===== config.mk =====
export PLATFORM = sky130hd
export DESIGN_NAME = mem_addr_seq
export DESIGN_NICKNAME = d
export VERILOG_FILES = /design/src/rtl/mem_addr_seq.sv
export SDC_FILE = /design/constraint.sdc
export NUM_CORES = 1
export LEC_CHECK = 0
export ABC_AREA = 1
export CAP_MARGIN = 20
export CORE_MARGIN = 2
export CORE_UTILIZATION = 40
export DETAILED_ROUTE_END_ITERATION = 8
export PLACE_DENSITY = 0.83
export SLEW_MARGIN = 20
export SYNTH_ARGS = -nofsm -noshare
export SYNTH_HDL_FRONTEND = slang
export SYNTH_SLANG_ARGS = --single-unit

===== constraint.sdc =====
create_clock -name clk_i -period 3.7 [get_ports clk_i]
set_input_delay 0.37 -clock clk_i [delete_from_list [all_inputs] [get_ports clk_i]]
set_output_delay 0.37 -clock clk_i [all_outputs]
set_load 0.01 [all_outputs]

===== src/rtl/mem_addr_seq.sv =====
// Memory-address sequencer: latches one of several address sources on an
// accepted start, runs a req/ready handshake with memory and reports completion
// with a one-cycle done pulse, plus err for misalignment or an invalid select.
// Optional macro MEM_TIMEOUT_EN adds a REQ-state watchdog that aborts with err
// after TIMEOUT cycles without mem_ready.
module mem_addr_seq #(
  parameter int unsigned ADDR_W   = 32,
  parameter int unsigned SEL_W    = 3,
  parameter int unsigned VEC_N    = 3,
  parameter int unsigned VEC_BASE = 253,
  parameter int unsigned TIMEOUT  = 15
) (
  input  logic              clk_i,
  input  logic              reset_ni,
  input  logic [SEL_W-1:0]  seletor_i,
  input  logic [ADDR_W-1:0] alu_result_i,
  input  logic [ADDR_W-1:0] aluout_data_i,
  input  logic [ADDR_W-1:0] pc_data_i,
  input  logic              word_acc_i,
  input  logic              start_i,
  input  logic              mem_ready_i,
  output logic [ADDR_W-1:0] addr_out_o,
  output logic              mem_req_o,
  output logic              busy_o,
  output logic              done_o,
  output logic              err_o
);

  typedef enum logic [1:0] {StIdle, StReq, StFin} state_e;

  // Select codes: 0 ALU result, 1 ALUOut, 2..VEC_N+1 vectors, VEC_N+2 PC.
  localparam logic [SEL_W-1:0] SelAlu    = SEL_W'(0);
  localparam logic [SEL_W-1:0] SelAluOut = SEL_W'(1);
  localparam logic [SEL_W-1:0] SelVecLo  = SEL_W'(2);
  localparam logic [SEL_W-1:0] SelVecHi  = SEL_W'(VEC_N + 1);
  localparam logic [SEL_W-1:0] SelPc     = SEL_W'(VEC_N + 2);

  state_e            state_q, state_d;
  logic [ADDR_W-1:0] addr_q, addr_d;
  logic              err_q, err_d;

  logic [ADDR_W-1:0] sel_addr;
  logic              sel_valid;
  logic              misalign;
  logic              req_timeout;

  // Address source mux; unmapped codes yield address 0 and flag invalid.
  always_comb begin
    sel_addr  = '0;
    sel_valid = 1'b1;
    if (seletor_i == SelAlu) begin
      sel_addr = alu_result_i;
    end else if (seletor_i == SelAluOut) begin
      sel_addr = aluout_data_i;
    end else if (seletor_i >= SelVecLo && seletor_i <= SelVecHi) begin
      sel_addr = ADDR_W'(VEC_BASE) + ADDR_W'(seletor_i) - ADDR_W'(2);
    end else if (seletor_i == SelPc) begin
      sel_addr = pc_data_i;
    end else begin
      sel_valid = 1'b0;
    end
  end

  // Only word accesses care about the two low address bits.
  assign misalign = word_acc_i && (sel_addr[1:0] != 2'b00);

`ifdef MEM_TIMEOUT_EN
  localparam int unsigned CntW = $clog2(TIMEOUT + 1);

  logic [CntW-1:0] cnt_q, cnt_d;

  // Count REQ cycles without mem_ready; held at zero everywhere else so
  // every entry to REQ starts from a clean count.
  always_comb begin
    cnt_d = '0;
    if (state_q == StReq && !mem_ready_i) begin
      cnt_d = cnt_q + CntW'(1);
    end
  end

  // Watchdog counter register.
  always_ff @(posedge clk_i or negedge reset_ni) begin
    if (!reset_ni) begin
      cnt_q <= '0;
    end else begin
      cnt_q <= cnt_d;
    end
  end

  // Fires in the TIMEOUT-th REQ cycle; mem_ready in that cycle still wins.
  assign req_timeout = (cnt_q == CntW'(TIMEOUT - 1));
`else
  logic unused_timeout;

  assign unused_timeout = ^TIMEOUT;
  assign req_timeout    = 1'b0;
`endif

  // Next-state logic for the IDLE/REQ/FIN handshake.
  always_comb begin
    state_d = state_q;
    addr_d  = addr_q;
    err_d   = err_q;
    unique case (state_q)
      StIdle: begin
        if (start_i) begin
          addr_d = sel_addr;
          if (!sel_valid || misalign) begin
            err_d   = 1'b1;
            state_d = StFin;
          end else begin
            err_d   = 1'b0;
            state_d = StReq;
          end
        end
      end
      StReq: begin
        if (mem_ready_i) begin
          err_d   = 1'b0;
          state_d = StFin;
        end else if (req_timeout) begin
          err_d   = 1'b1;
          state_d = StFin;
        end
      end
      StFin: begin
        err_d   = 1'b0;
        state_d = StIdle;
      end
      default: begin
        err_d   = 1'b0;
        state_d = StIdle;
      end
    endcase
  end

  // State, latched address and error flag.
  always_ff @(posedge clk_i or negedge reset_ni) begin
    if (!reset_ni) begin
      state_q <= StIdle;
      addr_q  <= '0;
      err_q   <= 1'b0;
    end else begin
      state_q <= state_d;
      addr_q  <= addr_d;
      err_q   <= err_d;
    end
  end

  assign addr_out_o = addr_q;
  assign mem_req_o  = (state_q == StReq);
  assign busy_o     = (state_q != StIdle);
  assign done_o     = (state_q == StFin);
  assign err_o      = (state_q == StFin) && err_q;

endmodule


==> results of run 1 <==
-- layout by cell type, fill, tap and decap left out --
master,n
a21oi_1,67
nand2_1,101
clkdlybuf4s50_1,138
o21ai_0,10
nand2_2,2
o21ai_2,1
o21ai_1,17
a31oi_4,1
and3_1,1
inv_2,3
clkinv_1,1
o2bb2ai_1,1
bufinv_16,1
clkinv_2,1
ha_1,5
or2_2,1
nand3_1,8
inv_1,15
dfrtp_1,35
buf_2,1
clkbuf_8,6
nor2_1,22
buf_4,1
o211ai_1,1
nand4_1,2
-- per-layer routing --
metal,track usage,vias up,wire length (um)
li1,-,1277,-
met1,0.2979,1151,2995
met2,0.3948,88,3481
met3,0.05000,18,433
met4,0.1089,0,243
met5,0,-,0
-- sequential cells by signal, summed over array words and instances (netlist names) --
| name | flops |
|---|---|
| addr_out_o | 32 |
| err_q | 1 |
| state_q | 2 |
-- report_power, final --
part	leakage (nW)	internal, mW	switching (mW)
registers	0.450	0.523	0.0786
clock network	0.0612	0.218	0.140
logic	1.05	0.442	0.379
total	1.56	1.18	0.598
-- cells by family (layout without fill, tap and decap cells) --
kind of cell / count (synthesis) / in the layout / synth area share
fa+ha+maj: 5 / 5 / 0.02872
compound gates: 98 / 98 / 0.2372
simple gates: 137 / 137 / 0.2464
buf+inv: 36 / 167 / 0.08557
flops: 35 / 35 / 0.4021
-- layout make-up --
type / count / area [um^2]
clock buffers: 6 / 82.58
fillers: 422 / 1508
clock inverters: 2 / 35.03
multi-input cells: 240 / 1119
flip-flops and latches: 35 / 875.8
repair buffers: 140 / 1394
inverters: 19 / 71.32
well taps: 70 / 87.58
-- worst max-delay path by stage --
stage | depth (start not counted) | start | endpoint
2_1_floorplan | 11 | seletor_i[1] | state_q[1]
3_3_place_gp | 14 | seletor_i[1] | state_q[0]
5_1_grt | 14 | seletor_i[1] | state_q[0]
6_report | 14 | seletor_i[1] | state_q[0]
4_1_cts | 14 | seletor_i[1] | state_q[0]
3_5_place_dp | 14 | seletor_i[1] | state_q[0]
==> summary.md, run 1 <==
| Metric | Value |
|---|---|
| Status | completed |
| Worst-path clk slew | roughly 0.070 ns |
| CTS root buffer | clkbuf_8 |
| Pwr/cell area | just under 500 nW/um^2 |
| Worst R2R Path Depth | 5 |
| Post_cts resized | 0 |
| Wire per inst | 13.97 um |
| Crit path time final | 2.511 ns |
| Slew HR | 0.4249 |
| CTS tree | yes |
| Clk_skew | just over 0.005 ns |
| Hold crit path type | input pin to async pin |
| Top cell type's share of synthesized area | 0.4021 |
| I/O pins | 140 |
| Routed Wire Length | approximately 7200 um |
| Post-Syn Instances | slightly above 300 |
| Sink Count | 35 |
| Router iterations before antenna repair | 4 |
| Top post-synthesis cells by area | dfrtp_1 (40%), nand2_1 (18%), a21oi_1 (15%) |
| H-tree Lvls | 2 |
| Fin util | 0.7085 |
| Peak supply drop | between 0.2 and 0.25 mV |
| Worst Path Buf+Inv | 4 |
| CP arrival | between 2 and 3 ns |
| Fin. Hold Viols | 0 |
| CP max FO | 25 |
| Antenna fix cells | 0 |
| Clk_lat worst skew | between 0.2 and 0.3 ns |
| Number of global-route vias before repair | 2,491 |
| Total GRT Usage | 0.2388 |
| Port Buf Inserts | between 100 and 150 |
| Synth unique cells | 24 |
| Final instance area | between 3000 and 4000 um^2 |
| Core area | between 5000 and 6000 um^2 |
| RSZ-0062 raised after global routing | false |
| Post-route setup slack | between 1 and 1.5 ns |
| Mapped Area | between 2000 and 2500 um^2 |
| Final Hold Slack | 0.1588 ns |
| Worst r2r src | state_q[1] |
| Critical Path Sink Type | register |
| Vias | between 2,000 and 3,000 |
| Cell Area, Placed | about 3500 um^2 |
| Worst-Margin Slew | around 0.86 ns |
| Top cells by count, synth | nand2_1 (102), a21oi_1 (67), dfrtp_1 (35), nor2_1 (22), o21ai_1 (17) |
| Fin crit share | 0.6786 |
| Crit-path cells | clkdlybuf4s50_1, inv_1, ha_1, nand2_1, inv_2, nand2_1, nand2_1, inv_1, nand2_1, nand2_1, nand2_1, nand2_1, nand3_1, nand2_1 |
| Die width | between 70 and 80 um |
| Static leakage power | 1.560 nW |
| Dpl ws | between 0.8 and 0.9 ns |
| CTS Buf Count | 5 |
| Final cell count without fillers | 512 |
| Sequential area share after synthesis | 0.4021 |
| DP Cell Count | approximately 500 |
| Worst path slowest cell | inv_2 |
| Layout area overhead | 68.24% |
| Die Area | 6052 um^2 |
| Syn_nets | 420 |
| Residual DRC | 0 |
| Total power | about 1.8 mW |
| Die height | 77.80 um |
| Crit start category | input pin |
| Asr flop ratio synth | 1.000 |
| Critical path's top delay family | buffers and inverters |
| Layout cell share with drive strength beyond 1 | 0.04072 |
| Via density | just under 5 |
| Largest net degree at the start of global routing | between 50 and 60 |
| Initial antenna violation count | 0 |
| First-pass GRT wire length | roughly 12,000 um |
| # Post-CTS Setup Buffers | 0 |
| RR Endpoint | addr_out_o[5] |
| # Max-Cap Violations | 0 |
| Worst path required time | just under 4 ns |
| Ys flop type | dfrtp_1 |
| Initial core utilization | 0.4211 |
| Number of DRC markers in iteration 0 | approximately 110 |
| Top cell type by total area after synthesis | dfrtp_1 |
| WS Path Type | input pin to register |
| Final estimated routing congestion in global placement | between 0.8 and 0.9 |
| # hold bufs at CTS | 0 |
| Total gr overflow | 0 |
| Crit-path max cell delay | 0.45 ns |
| CP dominant cell by count | nand2_1 |
| #FFs+latches synth | 35 |
| Yosys Warn Count | 0 |
| Antenna-violating nets left | 0 |
| Site Rows | 26 |
| HPWL reported at the end of detailed placement | 5338 um |
| EDFF count, synth | 0 |
| Final Slew Violations | 0 |
| Fmax achieved | about 0.40 GHz |
| Final setup viols | 0 |
| Max clock buf depth | 2 |
| Syn Area/Cell | ~7 um^2 |
| Number of nets in the layout | 550 |
| Most common cell in the netlist | nand2_1 |
| Setup slack, reg-to-reg | between 2 and 2.5 ns |
| TNS Setup | 0 ns |
Note: power is estimated with default switching activity, not from simulation.
==> run 2: changes to the inputs <==
--- a/config.mk
+++ b/config.mk
@@ -8,9 +8,9 @@
 export ABC_AREA = 1
 export CAP_MARGIN = 20
 export CORE_MARGIN = 2
-export CORE_UTILIZATION = 40
+export CORE_UTILIZATION = 37
 export DETAILED_ROUTE_END_ITERATION = 8
-export PLACE_DENSITY = 0.83
+export PLACE_DENSITY = 0.78
 export SLEW_MARGIN = 20
 export SYNTH_ARGS = -nofsm -noshare
 export SYNTH_HDL_FRONTEND = slang
==> constraint.sdc (replaced) <==
create_clock -name clk_i -period 2.5 [get_ports clk_i]
set_input_delay 0.25 -clock clk_i [delete_from_list [all_inputs] [get_ports clk_i]]
set_output_delay 0.25 -clock clk_i [all_outputs]
set_load 0.01 [all_outputs]
==> run 2 against run 1 <==
Against the previous run: routed wire length decreased by 2.7%; highest routed layer unchanged; setup slack got worse by 0.74 ns; via count grew 0.24%; worst hold slack got worse by 0.11 ns; global-route usage down 2.0 points; sequential share of layout area shrank 0.28 points; critical endpoint unchanged; first-iteration DRC count up 29%; largest cell class unchanged; utilization is 4.7 points lower; register-to-register slack got worse by 1.0 ns.
==> summary.md, run 2 (synthesis gave the netlist of run 1 again) <==
| Metric | Value |
|---|---|
| Status | completed (unchanged) |
| Die Area | 6517 um^2 (was 6052 um^2) |
| CTS root buffer | clkbuf_8 (unchanged) |
| Post_cts resized | 0 (unchanged) |
| Worst R2R Path Depth | 5 (unchanged) |
| Total gr overflow | 0 (unchanged) |
| Most frequent cells in the layout | clkdlybuf4s50_1 (138), nand2_1 (101), a21oi_1 (67) (unchanged) |
| Die height | 80.73 um (was 77.80 um) |
| Max FFs per register | 32 (unchanged) |
| Worst-path clk slew | 0.07 ns (about the same) |
| Initial core utilization | 0.3884 (was 0.4211) |
| Fin crit share | 0.8189 |
| CP max FO | 10 (was 25) |
| # Post-CTS Setup Buffers | 0 (unchanged) |
| Static leakage power | 1.584 nW (was 1.560 nW) |
| Pwr/cell area | 675.1 nW/um^2 (was 486.0 nW/um^2) |
| RSZ-0062 raised after global routing | false (unchanged) |
| Number of DRC markers in iteration 0 | 138 (was 107) |
| Comb pwr share | 0.490 (was 0.461) |
| Die width | 80.73 um (was 77.80 um) |
| Clk_lat worst skew | 0.27 ns (was 0.29 ns) |
| Number of nets in the layout | 557 (was 550) |
| Port Buf Inserts | 139 (unchanged) |
| Hold crit path type | input pin to async pin (unchanged) |
| Vias | 2,540 (was 2,534) |
| Worst path required time | 2.67 ns (was 3.88 ns) |
| Internal cell power | 1.644 mW (was 1.183 mW) |
| Slew HR | 0.4762 (was 0.4249) |
| Core area | 5608 um^2 (was 5172 um^2) |
| Crit start category | input pin (unchanged) |
| Crit path time final | roughly 2.0 ns |
| CP Capture Point | state_q[0] (unchanged) |
| Worst Path Buf+Inv | 4 (unchanged) |
| Routed Wire Length | 6962 um (was 7153 um) |
| Via density | 4.875 (was 4.949) |
| # hold bufs at CTS | 0 (unchanged) |
| Dpl ws | 0.1796 ns (was 0.8690 ns) |
| Crit-path max cell delay | 0.42 ns (was 0.45 ns) |
| CTS Buf Count | 5 (unchanged) |
| Final setup viols | 0 (unchanged) |
| Critical Path Sink Type | register (unchanged) |
| Most common cell after layout, fill and taps aside | clkdlybuf4s50_1 (unchanged) |
| Clock power share | 0.154 (was 0.201) |
| Net Sw Frac | 0.3433 (was 0.3357) |
| Sequential share of power | 0.356 (was 0.338) |
| Setup slack, reg-to-reg | 1.02 ns (was 2.02 ns) |
| Router iterations before antenna repair | 6 (was 4) |
| Worst path slowest cell | clkdlybuf4s50_1 (was inv_2) |
| Final estimated routing congestion in global placement | 0.8306 (was 0.8702) |
| Antenna fix cells | 0 (unchanged) |
| Final instance area | 3709 um^2 (was 3665 um^2) |
| Max clock buf depth | 2 (unchanged) |
| Fin. Hold Viols | 0 (unchanged) |
| Layout area overhead | 70.25% (was 68.24%) |
| Layout cell share with drive strength beyond 1 | 0.05122 (was 0.04072) |
| Residual DRC | 0 (unchanged) |
| Peak supply drop | 0.3089 mV (was 0.2448 mV) |
| Site Rows | 27 (was 26) |
| Crit-path cells | clkdlybuf4s50_1, inv_1, ha_1, nand2_1, inv_2, nand2_1, nand2_1, inv_1, nand2_1, nand2_1, nand2_1, nand2_1, nand3_1, nand2_1 (unchanged) |
| Number of global-route vias before repair | 2,524 (was 2,491) |
| First-pass GRT wire length | 11,120 um (was 11,530 um) |
| TNS Setup | 0 ns (unchanged) |
| Final Slew Violations | 0 (unchanged) |
| HPWL reported at the end of detailed placement | 5373 um (was 5338 um) |
| Initial antenna violation count | 0 (unchanged) |
| Crit path from | seletor_i[1] (unchanged) |
| Sink Count | 35 (unchanged) |
| RR Endpoint | addr_out_o[8] (was addr_out_o[5]) |
| Worst-Margin Slew | 0.7857 ns (was 0.8627 ns) |
| H-tree Lvls | 2 (unchanged) |
| CP arrival | 2.21 ns (was 2.69 ns) |
| WS Path Type | input pin to register (unchanged) |
| CTS tree | yes (unchanged) |
| # Max-Cap Violations | 0 (unchanged) |
| Total GRT Usage | 0.2184 (was 0.2388) |
| Antenna-violating nets left | 0 (unchanged) |
| Clk_skew | 0.0007448 ns (was 0.005032 ns) |
| NetSw | 0.8597 mW (was 0.5979 mW) |
| Wire per inst | 13.36 um (was 13.97 um) |
| I/O pins | 140 (unchanged) |
| CP dominant cell by count | nand2_1 (unchanged) |
| Cell Area, Placed | 3627 um^2 (was 3547 um^2) |
| Worst r2r src | state_q[1] (unchanged) |
| Largest net degree at the start of global routing | 40 (was 54) |
| Critical path's top delay family | buffers and inverters (unchanged) |
| Worst path depth | 14 (unchanged) |
| Fmax achieved | about 0.5 GHz |
| Post-route setup slack | 0.4528 ns (was 1.189 ns) |
[run 2: changes by cell type in the layout (fill, tap and decap cells not counted), sizes merged]
cell,change
clkbuf,+1
bufinv,-1
buf,+7
[run 2: cell type report]
| type | instances | area [um^2] |
|---|---|---|
| Clock buffer | 7 | 76.32 |
| Clock inverter | 1 | 5.005 |
| Fill cell | 514 | 1899 |
| Inverter | 19 | 71.32 |
| Multi-Input combinational cell | 240 | 1119 |
| Sequential cell | 35 | 875.8 |
| Tap cell | 72 | 90.09 |
| Timing Repair Buffer | 147 | 1471 |
[run 2: power by group through the flow]
| stage | sequential, mW | combinational (mW) | clock (mW) |
|---|---|---|---|
| after floorplan | 0.983 | 0.411 | 0 |
| after global placement | 0.893 | 1.22 | 0 |
| after detailed placement | 0.898 | 1.23 | 0 |
| after CTS | 0.892 | 1.24 | 0.398 |
| after global routing | 0.918 | 1.35 | 0.434 |
| final | 0.890 | 1.23 | 0.387 |
[run 2: worst min-delay path by stage]
stage | startpoint | endpoint | depth (start not counted)
2_1_floorplan | reset_ni | addr_out_o[0] | 0
3_3_place_gp | reset_ni | addr_out_o[2] | 1
3_5_place_dp | reset_ni | addr_out_o[7] | 1
4_1_cts | reset_ni | addr_out_o[6] | 1
5_1_grt | reset_ni | addr_out_o[10] | 1
6_report | reset_ni | addr_out_o[10] | 1
[run 2: per-stage QoR]
step	power, mW	utilization	instances	hold slack, ns
5_1_grt	2.698	0.6613	521	0.1125
6_report	2.504	0.6613	521	0.04467
3_3_place_gp	2.114	0.6468	513	0.3862
4_1_cts	2.526	0.6613	521	0.07753
3_5_place_dp	2.132	0.6468	513	0.3822
2_1_floorplan	1.394	-	311	-0.04559
[run 2: routing by layer]
layer	part of all wire	up-vias	track usage
li1	-	1293	-
met1	0.42	1153	0.2634
met2	0.49	84	0.3792
met3	0.067	10	0.05444
met4	0.016	0	0.07797
met5	0	-	0
[run 2: worst register-to-register path: stages, from the launching register on]
cell and delay [ns]:
dfrtp_1 0.42, nor2_1 0.18, nand2_2 0.26, buf_12 0.28
a21oi_1 0.15, a21oi_1 0.08
==> run 3: changes to the inputs <==
==> constraint.sdc (replaced) <==
create_clock -name clk_i -period 1.9 [get_ports clk_i]
set_input_delay 0.19 -clock clk_i [delete_from_list [all_inputs] [get_ports clk_i]]
set_output_delay 0.19 -clock clk_i [all_outputs]
set_load 0.01 [all_outputs]
==> run 3 against run 2 <==
Against the previous run: the run now ends with hold timing left; register-to-register slack got worse by 0.46 ns; clock skew rose by 0.0037 ns; critical path depth fell by 3; via count fell by 0.24%; largest power group unchanged.
==> summary.md, run 3 (synthesis gave the netlist of run 1 again) <==
| Metric | Value |
|---|---|
| Number of DRC markers in iteration 0 | 109 (was 138) |
| Met3 Routed Length | 412 um (was 466 um) |
| Critical Path Sink Type | register (unchanged) |
| Fin. Hold Viols | 17 (was 0) |
| Final setup viols | 0 (unchanged) |
| Layout cell share with drive strength beyond 1 | 0.07456 (was 0.05122) |
| Clk_skew | 0.004465 ns (was 0.0007448 ns) |
| Wire per inst | 13.15 um (was 13.36 um) |
| Crit path time final | 1.747 ns |
| Die Area | 6517 um^2 (unchanged) |
| Crit start category | input pin (unchanged) |
| Layout area overhead | 74.67% (was 70.25%) |
| Core area | 5608 um^2 (unchanged) |
| Met2 WL | 3477 um (was 3426 um) |
| Status | complete, but fails checks (was completed) |
| RR Endpoint | addr_out_o[13] (was addr_out_o[8]) |
| # Max-Cap Violations | 0 (unchanged) |
| Worst R2R Path Depth | 5 (unchanged) |
| Fmax achieved | 0.5724 GHz |
| Largest net degree at the start of global routing | 36 (was 40) |
| Final Slew Violations | 0 (unchanged) |
| Final Hold Slack | -0.01090 ns (was 0.04467 ns) |
| CTS tree | yes (unchanged) |
| HPWL reported at the end of detailed placement | 5469 um (was 5373 um) |
| Total GRT Usage | 0.2118 (was 0.2184) |
| Pwr/cell area | 876.7 nW/um^2 (was 675.1 nW/um^2) |
| RSZ-0062 raised after global routing | false (unchanged) |
| Clk_lat worst skew | 0.28 ns (was 0.27 ns) |
| Die height | 80.73 um (unchanged) |
| Wire length on met1 | 2984 um (was 2956 um) |
| Worst-path clk slew | 0.07 ns (about the same) |
| Hold crit path type | input pin to async pin (unchanged) |
| Port Buf Inserts | 139 (unchanged) |
| Uppermost layer routed | met4 (unchanged) |
| Violated checks | hold timing |
| Fillers | 514 (unchanged) |
| Initial core utilization | 0.3884 (unchanged) |
| Residual DRC | 0 (unchanged) |
| Cell Area, Placed | 3697 um^2 (was 3627 um^2) |
| Final instance area | 3805 um^2 (was 3709 um^2) |
| Number of nets in the layout | 565 (was 557) |
| Antenna-violating nets left | 0 (unchanged) |
| Antenna fix cells | 0 (unchanged) |
| CTS root buffer | clkbuf_8 (unchanged) |
| H-tree Lvls | 2 (unchanged) |
| Vias | 2,534 (was 2,540) |
| Setup slack, reg-to-reg | 0.56 ns (was 1.02 ns) |
| Final cell count without fillers | 528 (was 521) |
| Max FFs per register | 32 (unchanged) |
| CTS Buf Count | 5 (unchanged) |
| First-pass GRT wire length | 10,720 um (was 11,120 um) |
| Initial antenna violation count | 0 (unchanged) |
| Total gr overflow | 0 (unchanged) |
| CP max FO | 5 (was 10) |
| Die width | 80.73 um (unchanged) |
| # hold bufs at CTS | 0 (unchanged) |
| WS Path Type | input pin to register (unchanged) |
| Fin crit share | 0.9194 |
| Slew HR | 0.4751 (was 0.4762) |
| Worst-Margin Slew | 0.7874 ns (was 0.7857 ns) |
| Worst path required time | 2.07 ns (was 2.67 ns) |
| Via density | 4.799 (was 4.875) |
| Most common cell after layout, fill and taps aside | clkdlybuf4s50_1 (unchanged) |
| Router iterations before antenna repair | 4 (was 6) |
| Routed Wire Length | 6944 um (was 6962 um) |
| Worst r2r src | state_q[1] (unchanged) |
| Max clock buf depth | 2 (unchanged) |
| Number of global-route vias before repair | 2,434 (was 2,524) |
| I/O pins | 140 (unchanged) |
| CP arrival | 1.92 ns (was 2.21 ns) |
| Sink Count | 35 (unchanged) |
| Static leakage power | 1.631 nW (was 1.584 nW) |
| Site Rows | 27 (unchanged) |
| DP Cell Count | 519 (was 513) |
| Most frequent cells in the layout | clkdlybuf4s50_1 (138), nand2_1 (100), a21oi_1 (67) (was clkdlybuf4s50_1 (138), nand2_1 (101), a21oi_1 (67)) |
| Final estimated routing congestion in global placement | 0.8919 (was 0.8306) |
| Peak supply drop | 0.4976 mV (was 0.3089 mV) |
run 3: layout make-up:
class	instances	area [um^2]	share of cell area
Timing Repair Buffer	155	1556	0.4091
Clock inverter	1	5.005	0.001315
Multi-Input combinational cell	240	1124	0.2953
Inverter	19	71.32	0.01874
Clock buffer	6	82.58	0.02170
Tap cell	72	90.09	0.02368
Sequential cell	35	875.8	0.2302
run 3: worst max path at each step:
stage,startpoint,to,cells past startpoint
floorplan,seletor_i[1],state_q[1],11
global placement,seletor_i[1],state_q[1],13
detailed placement,seletor_i[0],state_q[1],11
CTS,seletor_i[0],state_q[1],11
global route,seletor_i[0],state_q[1],15
finish,seletor_i[0],err_q,11
run 3: per-stage QoR:
| stage | TNS [ns] | utilization | worst slack (ns) | power (mW) | hold slack [ns] |
|---|---|---|---|---|---|
| final | 0 | 0.6785 | 0.1531 | 3.336 | -0.01090 |
| after global routing | 0 | 0.6785 | 0.01360 | 3.571 | 0.05086 |
| after detailed placement | -1.001 | 0.6593 | -0.1637 | 2.819 | 0.3261 |
| after CTS | 0 | 0.6749 | 0.1346 | 3.369 | 0.01829 |
| after global placement | -0.1679 | 0.6593 | -0.03294 | 2.782 | 0.3153 |
| after floorplan | 0 | - | 0.3840 | 1.834 | -0.1056 |
run 3: timing repair:
| item | CTS | global route |
|---|---|---|
| setup buffers | 0 | 2 |
| resized for setup | 0 | 2 |
| setup endpoints to repair | 0 | 2 |
run 3: worst max-delay path: stages:
cell and delay (ns):
clkdlybuf4s50_1 0.51, ha_2 0.24, nand2_1 0.15, o21ai_0 0.22, inv_1 0.06, a21oi_1 0.19, nand2_1 0.09, nand2_1 0.10
nand2_1 0.06, nand2_1 0.05, nand2_1 0.06
run 3: power by group:
| group | leakage (nW) | switching [mW] | internal (mW) |
|---|---|---|---|
| clock | 0.0470 | 0.252 | 0.284 |
| sequential | 0.450 | 0.148 | 1.02 |
| combinational | 1.13 | 0.737 | 0.896 |
| total | 1.63 | 1.14 | 2.20 |
run 3: routing by layer:
metal	global-route usage	up-vias
met2	0.3858	69
met5	0	-
met1	0.2572	1150
met4	0.06102	0
li1	-	1309
met3	0.03556	6
